==> src/rtl/instr_issue_queue.sv <==
// -----------------------------------------------------------------------------
// instr_issue_queue
//
// Instruction source for the 4-stage 8-bit core. A loader pushes 8-bit
// instructions into a DEPTH-entry FIFO. While run is high, the queue issues at
// most one instruction per clock on a registered output.
//
// When the queue is empty, halted (run low) or flushed, a NOP bubble is issued
// with instr_valid low. As a result, the core never sees an undefined or
// repeated instruction.
//
// Optional feature: define ISSUE_CNT_EN to add the 16-bit issued_cnt counter.
// The counter counts pops, wraps at 2^16, and is cleared only by reset.
//
// Ports
//   clk, rst_n   clock / asynchronous active-low reset
//   in_valid     loader presents in_instr
//   in_instr     instruction {opcode[7:6], op1[5:3], op2[2:0]}
//   in_ready     queue can accept a word (= !full)
//   run          issue enable
//   flush        synchronous clear of queue and issue register
//   instr        registered instruction to the core (NOP when bubble)
//   instr_valid  instr is a real instruction
//   count        entries held, 0..DEPTH
//   empty, full  occupancy flags from registered state
//   issued_cnt   pop counter (only with ISSUE_CNT_EN)
// -----------------------------------------------------------------------------
module instr_issue_queue #(
    parameter int          DEPTH  = 8,
    parameter int          ADDR_W = 3,
    parameter logic [7:0]  NOP    = 8'hC0
) (
    input  logic              clk,
    input  logic              rst_n,
    input  logic              in_valid,
    input  logic [7:0]        in_instr,
    output logic              in_ready,
    input  logic              run,
    input  logic              flush,
    output logic [7:0]        instr,
    output logic              instr_valid,
    output logic [ADDR_W:0]   count,
    output logic              empty,
    output logic              full
`ifdef ISSUE_CNT_EN
    ,
    output logic [15:0]       issued_cnt
`endif
);

    // Storage is deliberately not reset; only the pointers define what is valid.
    logic [7:0]        mem [DEPTH];

    logic [ADDR_W-1:0] wr_ptr_q, wr_ptr_d;
    logic [ADDR_W-1:0] rd_ptr_q, rd_ptr_d;
    logic [ADDR_W:0]   count_q, count_d;
    logic [7:0]        instr_q, instr_d;
    logic              instr_valid_q, instr_valid_d;
    logic              push, pop;

    assign empty    = (count_q == '0);
    assign full     = (count_q == (ADDR_W+1)'(DEPTH));
    // Full blocks writes even when a pop happens in the same cycle (no pass-through).
    assign in_ready = !full;

    // Flush overrides both the push and the pop for that cycle.
    assign push = in_valid & in_ready & !flush;
    assign pop  = run & !empty & !flush;

    always_comb begin
        wr_ptr_d      = wr_ptr_q;
        rd_ptr_d      = rd_ptr_q;
        count_d       = count_q;
        instr_d       = NOP;
        instr_valid_d = 1'b0;
        if (flush) begin
            wr_ptr_d = '0;
            rd_ptr_d = '0;
            count_d  = '0;
        end else begin
            // The pointers wrap naturally because DEPTH == 2**ADDR_W.
            if (push) wr_ptr_d = wr_ptr_q + 1'b1;
            if (pop) begin
                rd_ptr_d      = rd_ptr_q + 1'b1;
                instr_d       = mem[rd_ptr_q];
                instr_valid_d = 1'b1;
            end
            case ({push, pop})
                2'b10:   count_d = count_q + 1'b1;
                2'b01:   count_d = count_q - 1'b1;
                default: count_d = count_q;
            endcase
        end
    end

    always_ff @(posedge clk) begin
        if (push) mem[wr_ptr_q] <= in_instr;
    end

    always_ff @(posedge clk or negedge rst_n) begin
        if (!rst_n) begin
            wr_ptr_q      <= '0;
            rd_ptr_q      <= '0;
            count_q       <= '0;
            instr_q       <= NOP;
            instr_valid_q <= 1'b0;
        end else begin
            wr_ptr_q      <= wr_ptr_d;
            rd_ptr_q      <= rd_ptr_d;
            count_q       <= count_d;
            instr_q       <= instr_d;
            instr_valid_q <= instr_valid_d;
        end
    end

    assign instr       = instr_q;
    assign instr_valid = instr_valid_q;
    assign count       = count_q;

`ifdef ISSUE_CNT_EN
    logic [15:0] issued_cnt_q, issued_cnt_d;

    // Flush does not clear this counter; only reset does.
    always_comb begin
        issued_cnt_d = issued_cnt_q + 16'(pop);
    end

    always_ff @(posedge clk or negedge rst_n) begin
        if (!rst_n) issued_cnt_q <= '0;
        else        issued_cnt_q <= issued_cnt_d;
    end

    assign issued_cnt = issued_cnt_q;
`endif

endmodule

==> config.mk <==
export PLATFORM = sky130hd
export DESIGN_NAME = instr_issue_queue
export DESIGN_NICKNAME = d
export VERILOG_FILES = /design/src/rtl/instr_issue_queue.sv
export SDC_FILE = /design/constraint.sdc
export NUM_CORES = 1
export LEC_CHECK = 0
export CAP_MARGIN = 20
export CORE_ASPECT_RATIO = 1.4
export CORE_MARGIN = 2
export CORE_UTILIZATION = 30
export DETAILED_ROUTE_END_ITERATION = 10
export PLACE_DENSITY_LB_ADDON = 0.25
export SLEW_MARGIN = 20
export SYNTH_ARGS = -nofsm -noshare
export SYNTH_HDL_FRONTEND = slang
export SYNTH_SLANG_ARGS = --single-unit
==> constraint.sdc <==
create_clock -name clk -period 4.8 [get_ports clk]
set_input_delay 1.44 -clock clk [delete_from_list [all_inputs] [get_ports clk]]
set_output_delay 1.44 -clock clk [all_outputs]
set_load 0.02 [all_outputs]
Yosys cells after proc, flatten, opt, wreduce, memory -nomap -nowiden
Memories as Yosys holds them, arrays and structs flattened.
Cells that the tools add are included.
{"block": "totals", "reg_bits": 19, "ram_bits": 64, "out_inout_bits": 16, "n_memories": 1}
{"block": "classes", "add_sub_neg": 4, "eq_ne": 3, "mux": 12, "bitwise_logic": 4, "reduce_logical": 7}
{"memory": "mem", "depth": 8, "word_bits": 8, "rd": 1, "rd_clocked_by_memory_dff": 0, "write_ports": 1, "line_no": "52", "rtl": "logic [7:0] mem [DEPTH];"}
{"op": "8-bit two-way mux", "count": 2}
{"op": "3-bit two-way mux", "count": 4}
{"op": "4-bit one-hot mux with 2 select lines", "count": 1}
{"op": "3-bit by 1-bit adder with 3-bit output, second input constant", "count": 2}
{"op": "4-bit by 1-bit adder with 4-bit output, second input constant", "count": 1}
{"op": "1-bit bitwise AND", "count": 4}
{"op": "4-bit equality test, second input constant", "count": 1}
{"op": "4-bit zero test", "count": 1}
{"op": "1-bit two-way mux", "count": 4}
{"op": "4-bit two-way mux", "count": 1}
{"op": "2-bit nonzero test", "count": 2}
{"op": "4-bit by 1-bit subtractor with 4-bit output, second input constant", "count": 1}
{"op": "1-bit zero test", "count": 3}
{"op": "3-bit nonzero test", "count": 1}
{"op": "2-bit by 1-bit equality test with 1-bit output, second input constant", "count": 1}
{"op": "2-bit equality test, second input constant", "count": 1}

Logic depth before layout (Yosys ltp)
Gate-level depths: netlist of the first run.
{"block": "logic_depth", "ltp_word": 7, "mapped_depth": 10}

Worst setup path after synthesis of the first run
No wires, ideal clock.
{"block": "synth_timing", "path_kind": "input -> register", "from": "input flush", "to": "register count_q[3], in the netlist count[3]", "t_arrival_ps": 3402, "required_ps": 4696, "setup_slack_ps": 1295, "cell_stages": 8, "path_cell_list": "or3b_2 -> clkbuf_1 -> a21oi_1 -> ha_1 -> a21oi_1 -> nand2_1 -> or4b_1 -> o311ai_1"}
{"block": "synth_via", "elab_chain_cells": 5, "elab_cells_between_ends": 8, "cone_classes": "eq/ne: 2; mux: 2; bitwise: 2; reduce/logical: 2"}
{"item": "start, declared", "line_no": "39", "rtl": "input logic flush,"}
{"item": "1-bit zero test", "line_no": "67, 68"}
{"item": "1-bit bitwise AND, on equally long branches", "line_no": "68, 67"}
{"item": "2-bit by 1-bit equality test with 1-bit output / 2-bit equality test (equally long branches)", "line_no": "88", "rtl": "case ({push, pop})"}
{"item": "4-bit one-hot mux with 2 select lines", "line_no": "88"}
{"item": "4-bit two-way mux", "line_no": "76", "rtl": "if (flush) begin"}
{"item": "end signal, assigned", "line_no": "110", "rtl": "count_q <= count_d;"}
{"item": "end, declared", "line_no": "56", "rtl": "logic [ADDR_W:0] count_q, count_d;"}
Several ways; a longest one is shown, not always the timed one.
A chain may end at the register's enable or synchronous reset.

Final worst setup path of the first run
{"block": "layout_timing", "from": "input run", "to": "register count_q[3], in the netlist count[3]"}
{"block": "layout_via", "elab_chain_cells": 5, "elab_cells_between_ends": 7, "cone_classes": "eq/ne: 2; mux: 2; bitwise: 2; reduce/logical: 1"}
{"item": "start, declared", "line_no": "38", "rtl": "input logic run,"}
{"item": "1-bit bitwise AND * (2 in series)", "line_no": "68", "rtl": "assign pop = run & !empty & !flush;"}
{"item": "2-bit by 1-bit equality test with 1-bit output / 2-bit equality test (equally long branches)", "line_no": "88"}
{"item": "4-bit one-hot mux with 2 select lines", "line_no": "88"}
{"item": "4-bit two-way mux", "line_no": "76"}
Mark *: on every way between the ends. The rest lies on a longest branch, timed or not.

==> impl_metrics.yaml, run 1 <==
status:
  status: "completed"
synth:
  synth_cell_types: 31
  yosysWarnings: 0
  syn-num-nets: 208
  synth_ff_type: "edfxtp_1"
  netlist_instances: 190
  synth-seq-area-share_pct: 71.1
  ys_ff_latch: 83
  synth.cell_area_sq_mm: 0.00337
  syn_avg_cell_area_sq_um: 17.8
  synth-edff-count: 64
  ys_async_sr_fraction_pct: 22.9
cells_and_area:
  layout_commonest_cell: "edfxtp_1"
  fillCellCount: 1028
  utilization_pct: 38.3
  mostFrequentLayoutCells: "edfxtp_1 (64), clkdlybuf4s50_1 (28), nor2_1 (22), dfrtp_1 (17), mux4_2 (16)"
  area_delta_synth_final_pct: 24.0
  finish.net_count: 248
  diodes: 0
  drive_gt1_share_pct: 21.3
worst_setup_path:
  cp_max_fo: 8
  max_stage_delay_ps: 600
  cpMostUsedCell: "a21oi_1"
  path_cells: "clkdlybuf4s50_1 -> or3b_2 -> a21oi_1 -> ha_1 -> a21oi_1 -> nand2_1 -> or4b_1 -> o311ai_1"
  crit_arrival_ps: 4100
  cp_slowest_cell: "or3b_2"
  critPathKind: "primary input to flip-flop"
  cp_num_buf_inv: 1
  end_kind: "flip-flop"
  cp-start-kind: "primary input"
  required_ps: 5030
  critical-path-top-delay-family: "simple AND/OR/NAND/NOR gates"
detailed_routing:
  dr.pass1.iters: 6
  ant_nets: 0
  wl_um: 6460
  via_count: 1752
  via_per_inst: 4.66
  drt_iter0_drc: 64
  post_drt_wl_per_cell_um: 17.2
  drc: 0
sta:
  fin_tns_setup_ps: 0
  skew_ps: 3.38
  max_freq_mhz: 259
  setup_viol: 0
  hold_viol: 0
  period_share_pct: 80.5
  worst_pin_slew_ps: 942
  rsz0062_at_grt: "no"
  period_needed_ps: 3870
  slew_violations: 0
  slew_headroom_pct: 37.0
global_route:
  overflow: 0
  grt_pass1_vias: 1823
  grt_start_max_net_pins: 20
  grt_use_total_pct: 11.9
  grt_pass1_wl_um: 10200
  antenna_found_initial: 0
floorplan:
  die_h_um: 129
  num_rows: 45
  core_area_sq_mm: 0.0109
  die_w_um: 93.6
  io_pins: 29
  dieArea_sq_mm: 0.0121
  start_util_pct: 30.9
power_and_ir_drop:
  switching_power_uw: 560
  power_frac_seq_pct: 42.8
  p_clk_share_pct: 35.7
  p_comb_share_pct: 21.5
  irDropWorstVdd_v: 0.000211
  intPower_uw: 1520
  swShare_pct: 27.0
  p_leak_uw: 0.00145
  powerDensity_mw_per_mm2: 497
clock_tree:
  cts_tree: "yes"
  cts_setup_buffers: 0
  cts_resized: 0
  cts.reportedPaths.clkPinSlew_ps: 60
  root_buffer: "clkbuf_16"
  cts_hold_buf: 0
  clock-sinks: 83
  insertion_delay_ps: 330
  htree_levels: 3
  cts_buffer_depth: 2
  cts_buffers: 9
placement:
  numPortBuffers: 28
  place_congestion: 0.735
  hpwl_um: 4040
min_path:
  hp-class: "flip-flop to flip-flop"
run:
  drv_cap: 0
worst min-delay path, delay by kind of cell (launching register included):
kind	cells	cell delay (ps)
xor+xnor	1	90
simple gates	1	70
flops	1	420
cell families (layout without fill, tap and decap cells):
| logic type | after synthesis | in the layout | share of synthesized area, % |
|---|---|---|---|
| AOI/OAI and AO/OA | 11 | 11 | 2.56 |
| xor gates and xnor gates | 6 | 6 | 1.56 |
| adders and majority gates | 5 | 5 | 2.08 |
| buffers and inverters | 13 | 58 | 1.97 |
| DFF | 83 | 83 | 71.1 |
| muxes | 28 | 28 | 14.2 |
| and+or+nand+nor | 44 | 44 | 6.45 |
cells in the mapped netlist, types with 2 or more instances:
library cell | count | area, sq um
mux4_2 | 16 | 360
nand3_1 | 4 | 20.0
a21oi_1 | 4 | 20.0
dfstp_2 | 2 | 52.6
ha_1 | 4 | 50.1
nand2b_1 | 2 | 12.5
nor3_1 | 3 | 15.0
xor2_1 | 3 | 26.3
nor2_1 | 22 | 82.6
buf_2 | 2 | 10.0
xnor2_1 | 3 | 26.3
mux2i_1 | 12 | 120
dfrtp_1 | 17 | 425
a211oi_1 | 3 | 22.5
nand2_1 | 6 | 22.5
buf_6 | 2 | 22.5
clkbuf_1 | 6 | 22.5
edfxtp_1 | 64 | 1920
inv_1 | 3 | 11.3
worst paths after layout:
path	startpoint	depth (start not counted)	to	slack [ps]
min in group asynchronous	rst_n	1	wr_ptr_q[0]	1630
min	wr_ptr_q[0]	2	wr_ptr_q[0]	610
min reg2reg	wr_ptr_q[0]	2	wr_ptr_q[0]	610
max	run	8	count[3]	930
max reg2reg	count[0]	8	count[3]	1930
max in group asynchronous	rst_n	1	instr[1]	2590
routing by layer:
metal,GRT usage [%],share of wire (%),vias to the layer above
met1,13.0,40,882
li1,-,-,820
met3,3.02,3.5,12
met5,0,0,-
met4,6.73,3.2,0
met2,20.9,54,38
sequential cells by signal, indices dropped and copies added (netlist names):
name / count
instr: 8
rd_ptr_q: 3
instr_valid: 1
mem: 64
wr_ptr_q: 3
count: 4
through the flow:
| step | area [sq um] | hold WS, ps | cells | total power (uW) | worst slack (ps) |
|---|---|---|---|---|---|
| after floorplan | 3370 | 545 | 190 | 1210 | 1290 |
| after detailed placement | 3860 | 598 | 360 | 1360 | 585 |
| after CTS | 4180 | 618 | 376 | 2110 | 930 |
| final | 4180 | 615 | 376 | 2080 | 935 |
| after global placement | 3860 | 595 | 360 | 1360 | 649 |
| after global routing | 4180 | 672 | 376 | 2180 | 727 |
power by group through the flow:
stage          clock network [uW]  registers (uW)  logic, uW
3_3_place_gp                    0             905        455
6_report                      742             889        447
5_1_grt                       792             899        492
3_5_place_dp                    0             907        458
2_1_floorplan                   0             909        298
4_1_cts                       763             891        458
cell type report:
type / count / area [sq um] / area share (%)
Tap cell: 141 / 176 / 4.22
Sequential cell: 83 / 2400 / 57.4
Clock buffer: 9 / 225 / 5.38
Inverter: 3 / 11.3 / 0.269
Multi-Input combinational cell: 94 / 907 / 21.7
Timing Repair Buffer: 39 / 363 / 8.67
Clock inverter: 7 / 100 / 2.39
(Power assumes the default switching activity.)
==> run 2, diff against run 1 <==
- clock period: 4.8 -> 4 ns (I/O delays scaled with it)
==> run 2 against run 1 <==
  * Critical path depth is the same
  * Non-clock buffer count grew 2
  * Combinational power grew 13%
  * First-iteration DRC count shrank 53%
  * Global-route usage shrank 0.48 points
  * Clock power grew 18%
  * Total power grew 20%
  * Worst setup slack lost 390 ps
  * Flip-flop and latch count is the same
  * Sequential power grew 24%
  * Die area is the same
==> impl_metrics.yaml, run 2 (synthesis gave the netlist of run 1 again) <==
clock_tree:
  cts_resized: 0
  insertion_delay_ps: 330
  cts_buffers: 9
  cts_tree: "yes"
  root_buffer: "clkbuf_16"
  cts_buffer_depth: 2
  clock-sinks: 83
  cts.reportedPaths.clkPinSlew_ps: 60
  cts_setup_buffers: 0
  cts_hold_buf: 0
  htree_levels: 3
global_route:
  grt_pass1_wl_um: 9990
  overflow: 0
  antenna_found_initial: 0
  grt_start_max_net_pins: 20
  grt_pass1_vias: 1830
  grt_use_total_pct: 11.4
power_and_ir_drop:
  p_total_uw: 2490
  irDropWorstVdd_v: 0.000192
  swShare_pct: 25.9
  powerDensity_mw_per_mm2: 593
  power_frac_seq_pct: 44.4
  switching_power_uw: 643
  p_comb_share_pct: 20.4
  p_leak_uw: 0.00146
  intPower_uw: 1840
  p_clk_share_pct: 35.2
floorplan:
  die_w_um: 93.6
  dieArea_sq_mm: 0.0121
  io_pins: 29
  core_area_sq_mm: 0.0109
  die_h_um: 129
  num_rows: 45
  start_util_pct: 30.9
worst_setup_path:
  worstReg2RegEnd: "count[3]"
  r2r-start: "count[1]"
  r2r_cells: 7
  required_ps: 4230
  crit_start: "run"
  end_kind: "flip-flop"
  cp-start-kind: "primary input"
  critPathKind: "primary input to flip-flop"
  rrSetupSlack_ps: 1240
  cp-endpoint: "count[3]"
  crit_arrival_ps: 3680
  cp_max_fo: 5
min_path:
  hp-class: "flip-flop to flip-flop"
  min_from: "wr_ptr_q[0]"
sta:
  max_freq_mhz: 290
  slew_violations: 0
  skew_ps: 5.79
  setup_viol: 0
  fin_tns_setup_ps: 0
  period_needed_ps: 3450
  worst_pin_slew_ps: 934
  whs_ps: 617
  hold_viol: 0
  rsz0062_at_grt: "no"
  period_share_pct: 86.3
  slew_headroom_pct: 37.5
placement:
  hpwl_um: 4070
  numPortBuffers: 28
  place_congestion: 0.717
  place_area_sq_mm: 0.00387
detailed_routing:
  route.met2.wl_um: 3300
  wl_met1_um: 2640
  drt_iter0_drc: 30
  top_layer: "met4"
  via_per_inst: 4.62
  post_drt_wl_per_cell_um: 16.6
  drc: 0
  via_count: 1747
  wl_met3_um: 188
  wl_um: 6290
  ant_nets: 0
  dr.pass1.iters: 4
cells_and_area:
  top_register: "mem"
  area_delta_synth_final_pct: 24.3
  design_area_sq_mm: 0.00419
  diodes: 0
  mostFrequentLayoutCells: "edfxtp_1 (64), clkdlybuf4s50_1 (28), nor2_1 (22), mux4_2 (16), dfrtp_1 (16)"
  layout_commonest_cell: "edfxtp_1"
  finish.net_count: 250
  fillCellCount: 1020
  ff_latch_area_sq_mm: 0.00240
  largest_reg_flops: 64
  multi_input_comb_area_sq_um: 907
  drive_gt1_share_pct: 21.5
status:
  status: "completed"
run:
  drv_cap: 0
-- run 2: cell types whose count changed in the layout (fill, tap and decap cells not counted), sizes merged --
cell      change
clkbuf        +3
buf           +2
clkinvlp      -2
inv           -1
-- run 2: worst min-delay path by stage --
stage,depth (start not counted),slack (ps),to
5_1_grt,2,680,wr_ptr_q[0]
2_1_floorplan,2,540,wr_ptr_q[0]
3_3_place_gp,2,590,wr_ptr_q[0]
3_5_place_dp,2,610,wr_ptr_q[0]
4_1_cts,2,620,wr_ptr_q[0]
6_report,2,620,wr_ptr_q[0]
-- run 2: critical path, cell delays in order --
cell and delay, ps:
clkdlybuf4s50_1 550, or3b_2 470, a21oi_1 250, ha_1 320
a21oi_1 230, nand2_1 100, or4b_1 470, o311ai_1 80
-- run 2: layer usage --
metal / vias up / global-route usage (%)
met2: 31 / 19.8
met1: 887 / 13.2
met3: 10 / 2.56
met4: 0 / 5.88
li1: 819 / -
met5: - / 0
-- run 2: through the flow --
stage	std cells	utilization [%]	setup WS (ps)
after detailed placement	362	35.5	228
final	378	38.4	549
after floorplan	190	-	735
after global routing	378	38.4	391
after global placement	362	35.5	261
after CTS	378	38.4	559
-- run 2: layout make-up --
cell class / count / share of cell area, %
flip-flops and latches: 83 / 57.2
multi-input cells: 94 / 21.6
repair buffers: 41 / 9.01
clock buffers: 12 / 5.88
well taps: 141 / 4.21
clock inverters: 4 / 1.76
inverters: 3 / 0.268
-- run 2: power groups by stage --
| stage | Clock (uW) | Sequential, uW | Combinational, uW |
|---|---|---|---|
| finish | 875 | 1100 | 507 |
| global route | 928 | 1120 | 557 |
| CTS | 900 | 1110 | 518 |
| detailed placement | 0 | 1130 | 518 |
| global placement | 0 | 1130 | 515 |
| floorplan | 0 | 1090 | 357 |
